<file path="src/rtl/multicyc_exec_pkg.sv">
// Shared types for the multi-cycle HI/LO unit: opcodes, request/response, FSM states.
package multicyc_exec_pkg;

  typedef enum logic [4:0] {
    OP_ADD, OP_SUB, OP_AND, OP_OR,
    OP_MULT, OP_MULTU, OP_MADD, OP_MADDU, OP_MSUB, OP_MSUBU, OP_MUL,
    OP_DIV, OP_DIVU
  } oper_t;

  typedef struct packed {
    oper_t       op;
    logic        is_multicyc;
    logic [63:0] hilo;
    logic [31:0] reg0;
    logic [31:0] reg1;
  } multicyc_req_t;

  typedef struct packed {
    logic        ready;
    logic        valid;
    logic [63:0] hilo;
  } multicyc_resp_t;

  typedef enum logic [1:0] {IDLE, MUL_BUSY, DIV_BUSY, DONE} multicyc_state_t;

  localparam int MULTICYC_DIV_ITERS = 32;

  function automatic int div_iters(int bits_per_cyc);
    return 32 / bits_per_cyc;
  endfunction

  function automatic logic is_mul_op(oper_t op);
    return op inside {OP_MULT, OP_MULTU, OP_MADD, OP_MADDU, OP_MSUB, OP_MSUBU, OP_MUL};
  endfunction

  function automatic logic is_div_op(oper_t op);
    return op inside {OP_DIV, OP_DIVU};
  endfunction

  function automatic logic [31:0] abs32(logic sgn, logic [31:0] x);
    return (sgn && x[31]) ? 32'(-x) : x;
  endfunction

endpackage

</file>
<file path="src/rtl/multicyc_exec_div.sv">
// Iterative restoring divider on magnitudes; sign fix-up folded into the last iteration.
module multicyc_div
  import multicyc_exec_pkg::*;
#(
  parameter int DIV_BITS_CYC = 1
) (
  input  logic        clk,
  input  logic        rst,
  input  logic        start,
  input  logic        kill,
  input  logic        signed_op,
  input  logic [31:0] dividend,
  input  logic [31:0] divisor,
  output logic        done,
  output logic [31:0] quot,
  output logic [31:0] rem
);
  localparam int ITERS = div_iters(DIV_BITS_CYC);
  localparam int CW    = $clog2(ITERS);

  logic          running, neg_q, neg_r;
  logic [CW-1:0] cnt;
  logic [31:0]   r, q, d, r_n, q_n;
  logic [32:0]   tr;

  // Divisor 0 always passes the compare, giving q=all ones and r=|dividend|.
  always_comb begin
    r_n = r;
    q_n = q;
    tr  = '0;
    for (int i = 0; i < DIV_BITS_CYC; i++) begin
      tr = {r_n, q_n[31]};
      if (tr >= {1'b0, d}) begin
        r_n = 32'(tr - {1'b0, d});
        q_n = {q_n[30:0], 1'b1};
      end else begin
        r_n = tr[31:0];
        q_n = {q_n[30:0], 1'b0};
      end
    end
  end

  assign done = running && (cnt == '0);
  assign quot = neg_q ? 32'(-q_n) : q_n;
  assign rem  = neg_r ? 32'(-r_n) : r_n;

  always_ff @(posedge clk or posedge rst) begin
    if (rst) begin
      running <= 1'b0;
      cnt     <= '0;
      r       <= '0;
      q       <= '0;
      d       <= '0;
      neg_q   <= 1'b0;
      neg_r   <= 1'b0;
    end else if (kill) begin
      running <= 1'b0;
      cnt     <= '0;
    end else if (start) begin
      running <= 1'b1;
      cnt     <= CW'(ITERS - 1);
      r       <= '0;
      q       <= abs32(signed_op, dividend);
      d       <= abs32(signed_op, divisor);
      neg_q   <= signed_op && (dividend[31] ^ divisor[31]);
      neg_r   <= signed_op && dividend[31];
    end else if (running) begin
      r   <= r_n;
      q   <= q_n;
      cnt <= cnt - 1'b1;
      if (cnt == '0) running <= 1'b0;
    end
  end

endmodule

</file>
<file path="src/rtl/multicyc_exec.sv">
// Multi-cycle HI/LO unit: pipelined multiply/accumulate and iterative divide beside EX.
module multicyc_exec
  import multicyc_exec_pkg::*;
#(
  parameter int MUL_LATENCY  = 3,
  parameter int DIV_BITS_CYC = 1
) (
  input  logic           clk,
  input  logic           rst,
  input  logic           flush,
  input  multicyc_req_t  req,
  input  logic           resp_ack,
  output multicyc_resp_t resp,
  output logic           busy
);
  multicyc_state_t state, nxt;
  logic [1:0]  cnt;
  oper_t       op_q;
  logic [31:0] rs_q, rt_q, div_quot, div_rem;
  logic [63:0] acc_q, hilo_q, mul_res;
  logic        stale, stale_eff, accept, div_start, div_done, sgn;
  logic signed [32:0] ma, mb;
  logic [63:0] p_pipe [MUL_LATENCY];

  // A request held unchanged after its ack must not be executed twice.
  assign stale_eff = stale && req.is_multicyc && (req.op == op_q)
                     && (req.reg0 == rs_q) && (req.reg1 == rt_q);
  assign accept = (state == IDLE) && req.is_multicyc && !flush && !stale_eff
                  && (is_mul_op(req.op) || is_div_op(req.op));

  always_ff @(posedge clk or posedge rst) begin
    if (rst) state <= IDLE;
    else     state <= nxt;
  end

  always_comb begin
    nxt = state;
    if (flush) nxt = IDLE;
    else begin
      case (state)
        IDLE:     if (accept) nxt = is_div_op(req.op) ? DIV_BUSY : MUL_BUSY;
        MUL_BUSY: if (cnt == 2'd0) nxt = DONE;
        DIV_BUSY: if (div_done) nxt = DONE;
        DONE:     if (resp_ack) nxt = IDLE;
        default:  nxt = IDLE;
      endcase
    end
  end

  always_comb begin
    resp.valid = (state == DONE);
    resp.ready = (state == DONE);
    resp.hilo  = hilo_q;
    busy       = (state == MUL_BUSY) || (state == DIV_BUSY);
  end

  assign sgn = op_q inside {OP_MULT, OP_MADD, OP_MSUB, OP_MUL};
  assign ma  = {sgn & rs_q[31], rs_q};
  assign mb  = {sgn & rt_q[31], rt_q};
  assign p_pipe[0] = 64'(ma) * 64'(mb);

  // Operands are frozen after accept, so the retiming pipe can shift freely.
  for (genvar k = 1; k < MUL_LATENCY; k++) begin : g_mpipe
    always_ff @(posedge clk or posedge rst) begin
      if (rst) p_pipe[k] <= '0;
      else     p_pipe[k] <= p_pipe[k-1];
    end
  end

  always_comb begin
    case (op_q)
      OP_MADD, OP_MADDU: mul_res = acc_q + p_pipe[MUL_LATENCY-1];
      OP_MSUB, OP_MSUBU: mul_res = acc_q - p_pipe[MUL_LATENCY-1];
      default:           mul_res = p_pipe[MUL_LATENCY-1];
    endcase
  end

  always_ff @(posedge clk or posedge rst) begin
    if (rst) begin
      cnt       <= '0;
      op_q      <= OP_ADD;
      rs_q      <= '0;
      rt_q      <= '0;
      acc_q     <= '0;
      hilo_q    <= '0;
      stale     <= 1'b0;
      div_start <= 1'b0;
    end else begin
      div_start <= accept && is_div_op(req.op);
      if (accept) begin
        op_q  <= req.op;
        rs_q  <= req.reg0;
        rt_q  <= req.reg1;
        acc_q <= req.hilo;
        cnt   <= 2'(MUL_LATENCY - 1);
      end else if (state == MUL_BUSY && cnt != 2'd0) begin
        cnt <= cnt - 2'd1;
      end
      if (!flush && state == MUL_BUSY && cnt == 2'd0) hilo_q <= mul_res;
      if (!flush && state == DIV_BUSY && div_done)    hilo_q <= {div_rem, div_quot};
      if (flush)                            stale <= 1'b0;
      else if (state == DONE && resp_ack)   stale <= 1'b1;
      else if (!stale_eff)                  stale <= 1'b0;
    end
  end

  multicyc_div #(.DIV_BITS_CYC(DIV_BITS_CYC)) u_div (
    .clk      (clk),
    .rst      (rst),
    .start    (div_start),
    .kill     (flush),
    .signed_op(op_q == OP_DIV),
    .dividend (rs_q),
    .divisor  (rt_q),
    .done     (div_done),
    .quot     (div_quot),
    .rem      (div_rem)
  );

endmodule
</file>
<file path="config.mk">
export PLATFORM = sky130hd
export DESIGN_NAME = multicyc_exec
export DESIGN_NICKNAME = d
export VERILOG_FILES = /design/src/rtl/multicyc_exec_pkg.sv /design/src/rtl/multicyc_exec_div.sv /design/src/rtl/multicyc_exec.sv
export SDC_FILE = /design/constraint.sdc
export NUM_CORES = 2
export LEC_CHECK = 0
export ABC_AREA = 1
export BUFFER_PORTS_ARGS = -buffer_cell sky130_fd_sc_hd__buf_2
export CORE_MARGIN = 3
export CORE_UTILIZATION = 45
export DETAILED_ROUTE_END_ITERATION = 8
export SYNTH_ARGS = -nofsm -noshare
export SYNTH_HDL_FRONTEND = slang
export SYNTH_SLANG_ARGS = --single-unit
</file>
<file path="constraint.sdc">
create_clock -name clk -period 13.9 [get_ports clk]
set_input_delay 0 -clock clk [delete_from_list [all_inputs] [get_ports clk]]
set_output_delay 0 -clock clk [all_outputs]
set_load 0.02 [all_outputs]
</file>
==> flow_metrics.py <==
metrics = {
    "status": {
        "status": "finished, violations left",
        "violations": "negative hold slack",
    },
    "floorplanning": {
        "die-width_um": 392,
        "io-pin-count": 205,
        "row_count": 141,
        "start_util": 0.454,
        "core_area_mm2": 0.148,
        "die_area_mm2": 0.154,
        "die-height_um": 392,
    },
    "worst_setup_path": {
        "cp_slowest_stage_delay_ns": 0.87,
        "cp.required_ns": 14.41,
        "end_kind": "flop",
        "crit_arrival_ns": 9.60,
        "cp_common_cell": "fa_1",
        "critical_path_class": "flop to flop",
        "slowest_stage": "nor2_1",
        "crit_path_start_kind": "flop",
        "path_max_fanout": 37,
    },
    "detailed_routing": {
        "via_per_inst": 5.39,
        "ant_nets": 0,
        "drt_iter0_markers": 4770,
        "firstDrtPassIters": 6,
        "drc_errors": 0,
        "vias": 58100,
        "post_drt_wl_per_cell_um": 22.8,
        "drt_wl_total_um": 246000,
    },
    "placed_design": {
        "gp_congestion": 1.01,
        "dp_slack_ns": 4.91,
        "dp_hpwl_um": 192000,
        "port_buffers": 204,
        "dp_cells": 10600,
    },
    "run": {
        "maxCapViolations": 0,
    },
    "synthesis": {
        "yosys_warnings": 0,
        "synthSimpleGateAreaFrac": 0.194,
        "ys_ff_latch": 435,
        "synth_top_family_by_area": "adder cells",
        "synth_compound_area_frac": 0.0775,
        "synth_nets": 10300,
        "synth_fa_ha_area_frac": 0.396,
        "synth_area_mm2": 0.0671,
        "synth-xor-area-share": 0.0302,
        "synth_edf_count": 0,
        "postSynth.asyncResetShare": 1.00,
        "yosysSeqAreaShare": 0.162,
        "synthMuxAreaShare": 0,
        "synth_cells": 8707,
        "avgSynthCellArea_um2": 7.71,
        "synth_cell_types": 62,
        "synthFlopType": "dfrtp_1",
    },
    "sta": {
        "max_freq_ghz": 0.110,
        "post-route-min-period_ns": 9.09,
        "slew_viol_final": 0,
        "maxSlewHeadroom": 0.197,
        "grt_setup_unrepaired": "no",
        "setup_ws_ns": 4.81,
        "clock_skew_ns": 0.0426,
        "final-setup-viol-count": 0,
        "hold-worst-slack_ns": -0.0111,
        "tns_ns": 0,
        "hold_viol_final": 2,
        "worst_pin_slew_ns": 1.21,
        "period_share": 0.654,
    },
    "grt": {
        "grt_antenna_before_repair": 10,
        "grt_pass1_wl_um": 375000,
        "grt_pass1_vias": 60800,
        "grt-ovfl-total": 0,
        "grt_use_total": 0.326,
        "grt_max_degree": 95,
    },
    "cells_and_area": {
        "area_growth_pct": 8.57,
        "final_cell_mix": "nand2_1, inv_1, fa_1",
        "fin_cells": 10800,
        "utilization": 0.493,
        "fillers": 14700,
        "drive_gt1_frac": 0.0546,
        "final_common_cell": "nand2_1",
        "final_nets": 10400,
    },
    "cts": {
        "cts_root_buf": "clkbuf_16",
        "post-cts-setup-buffer-count": 0,
        "insertion_delay_ns": 0.66,
        "cts_hold_buffers": 137,
        "cts_sinks": 435,
        "cts_resized": 0,
        "clkSlewWorstSetupHoldPaths_ns": 0.07,
        "numCtsBuffers": 51,
        "cts_buffer_depth": 3,
        "cts_tree": "done",
        "htree_levels": 2,
    },
    "worst_hold_path": {
        "hp-class": "input port to async pin",
    },
}
-- worst paths after layout --
check,slack [ns],depth (start not counted),from,endpoint
max,4.81,30,rt_q[31]$_DFFE_PP0P_,p_pipe[126]$_DFF_PP0_
min reg2reg,0.34,0,p_pipe[68]$_DFF_PP0_,p_pipe[4]$_DFF_PP0_
max in group asynchronous,10.56,6,rst,p_pipe[113]$_DFF_PP0_
min,-0.01,3,rst,u_div.r[9]$_DFFE_PP0P_
min in group clk,0.09,4,req[75],acc_q[11]$_DFFE_PP0P_
max reg2reg,4.81,30,rt_q[31]$_DFFE_PP0P_,p_pipe[126]$_DFF_PP0_
-- routing by layer --
layer | wire length, um | GRT usage
met4 | 13100 | 0.149
met2 | 113000 | 0.528
met5 | 59 | 0
met3 | 21000 | 0.0564
met1 | 99100 | 0.427
-- per-stage QoR --
step / cell area, um2 / hold slack, ns
5_1_grt: 72800 / 0.0961
3_5_place_dp: 69800 / 0.199
6_report: 72900 / -0.0111
4_1_cts: 72800 / 0.0543
3_3_place_gp: 69800 / 0.196
2_1_floorplan: 67100 / 0.110
-- cells in the mapped netlist, types with 7 or more instances --
| cell type | count | area [um2] |
|---|---|---|
| nand4_1 | 52 | 325 |
| nor3_1 | 54 | 270 |
| or2_2 | 9 | 56.3 |
| o211ai_1 | 31 | 233 |
| o22ai_1 | 64 | 400 |
| nand3b_1 | 7 | 52.6 |
| o21bai_1 | 26 | 195 |
| xnor2_1 | 68 | 596 |
| o21ai_1 | 22 | 110 |
| nor2_1 | 457 | 1720 |
| nand2_1 | 2275 | 8540 |
| o2111ai_1 | 9 | 78.8 |
| buf_1 | 103 | 387 |
| nor4_1 | 37 | 231 |
| a21o_1 | 14 | 105 |
| xor2_1 | 163 | 1430 |
| o221ai_1 | 45 | 394 |
| ha_1 | 321 | 4020 |
| dfrtp_1 | 435 | 10900 |
| a221oi_1 | 13 | 114 |
| nor2_2 | 15 | 93.8 |
| clkbuf_1 | 251 | 942 |
| nor3_2 | 7 | 70.1 |
| a31oi_1 | 59 | 369 |
| inv_1 | 2081 | 7810 |
| buf_2 | 23 | 115 |
| a21oi_1 | 282 | 1410 |
| o21ai_0 | 312 | 1560 |
| nand2_2 | 28 | 175 |
| inv_2 | 8 | 30.0 |
| nand3_1 | 249 | 1250 |
| fa_1 | 1127 | 22600 |
-- cells by family (layout without fill, tap and decap cells) --
kind of cell             after synthesis  in the layout
buffers and inverters               2477           2622
AND/OR/NAND/NOR                     3213           3213
flip-flops                           435            435
AO/OA/AOI/OAI                        903            903
XOR/XNOR                             231            231
other                                  0              7
adder cells (fa/ha/maj)             1448           1448
-- flip-flops by register name, summed over array words and instances (netlist names) --
| name | count |
|---|---|
| p_pipe | 128 |
| acc_q | 64 |
| hilo_q | 64 |
| rs_q | 32 |
| rt_q | 32 |
| u_div.d | 32 |
| u_div.q | 32 |
| u_div.r | 32 |
| op_q | 5 |
| u_div.cnt | 5 |
| cnt | 2 |
| state | 2 |
| div_start | 1 |
| stale | 1 |
| u_div.neg_q | 1 |
| u_div.neg_r | 1 |
| u_div.running | 1 |
-- final cells by class --
type | instances | area (um2) | share of cell area
multi-input combinational | 5795 | 46900 | 0.644
sequential | 435 | 10900 | 0.149
inverter | 2092 | 7860 | 0.108
timing repair buffer | 435 | 3100 | 0.0425
tap | 1930 | 2410 | 0.0331
clock buffer | 62 | 1350 | 0.0185
clock inverter | 33 | 344 | 0.00472
antenna | 7 | 17.5 | 0.000240
-- critical path: cells and delay by family, from the launching register on --
kind                     cells  cell delay, ns
AO/OA/AOI/OAI                7            1.53
flip-flops                   1            0.32
XOR/XNOR                     1            0.17
AND/OR/NAND/NOR              4            1.34
buffers and inverters        9            1.41
adder cells (fa/ha/maj)      9            4.14
Power is not shown: default switching activity piles up to over one toggle a cycle in this logic, so the estimate is an artifact.
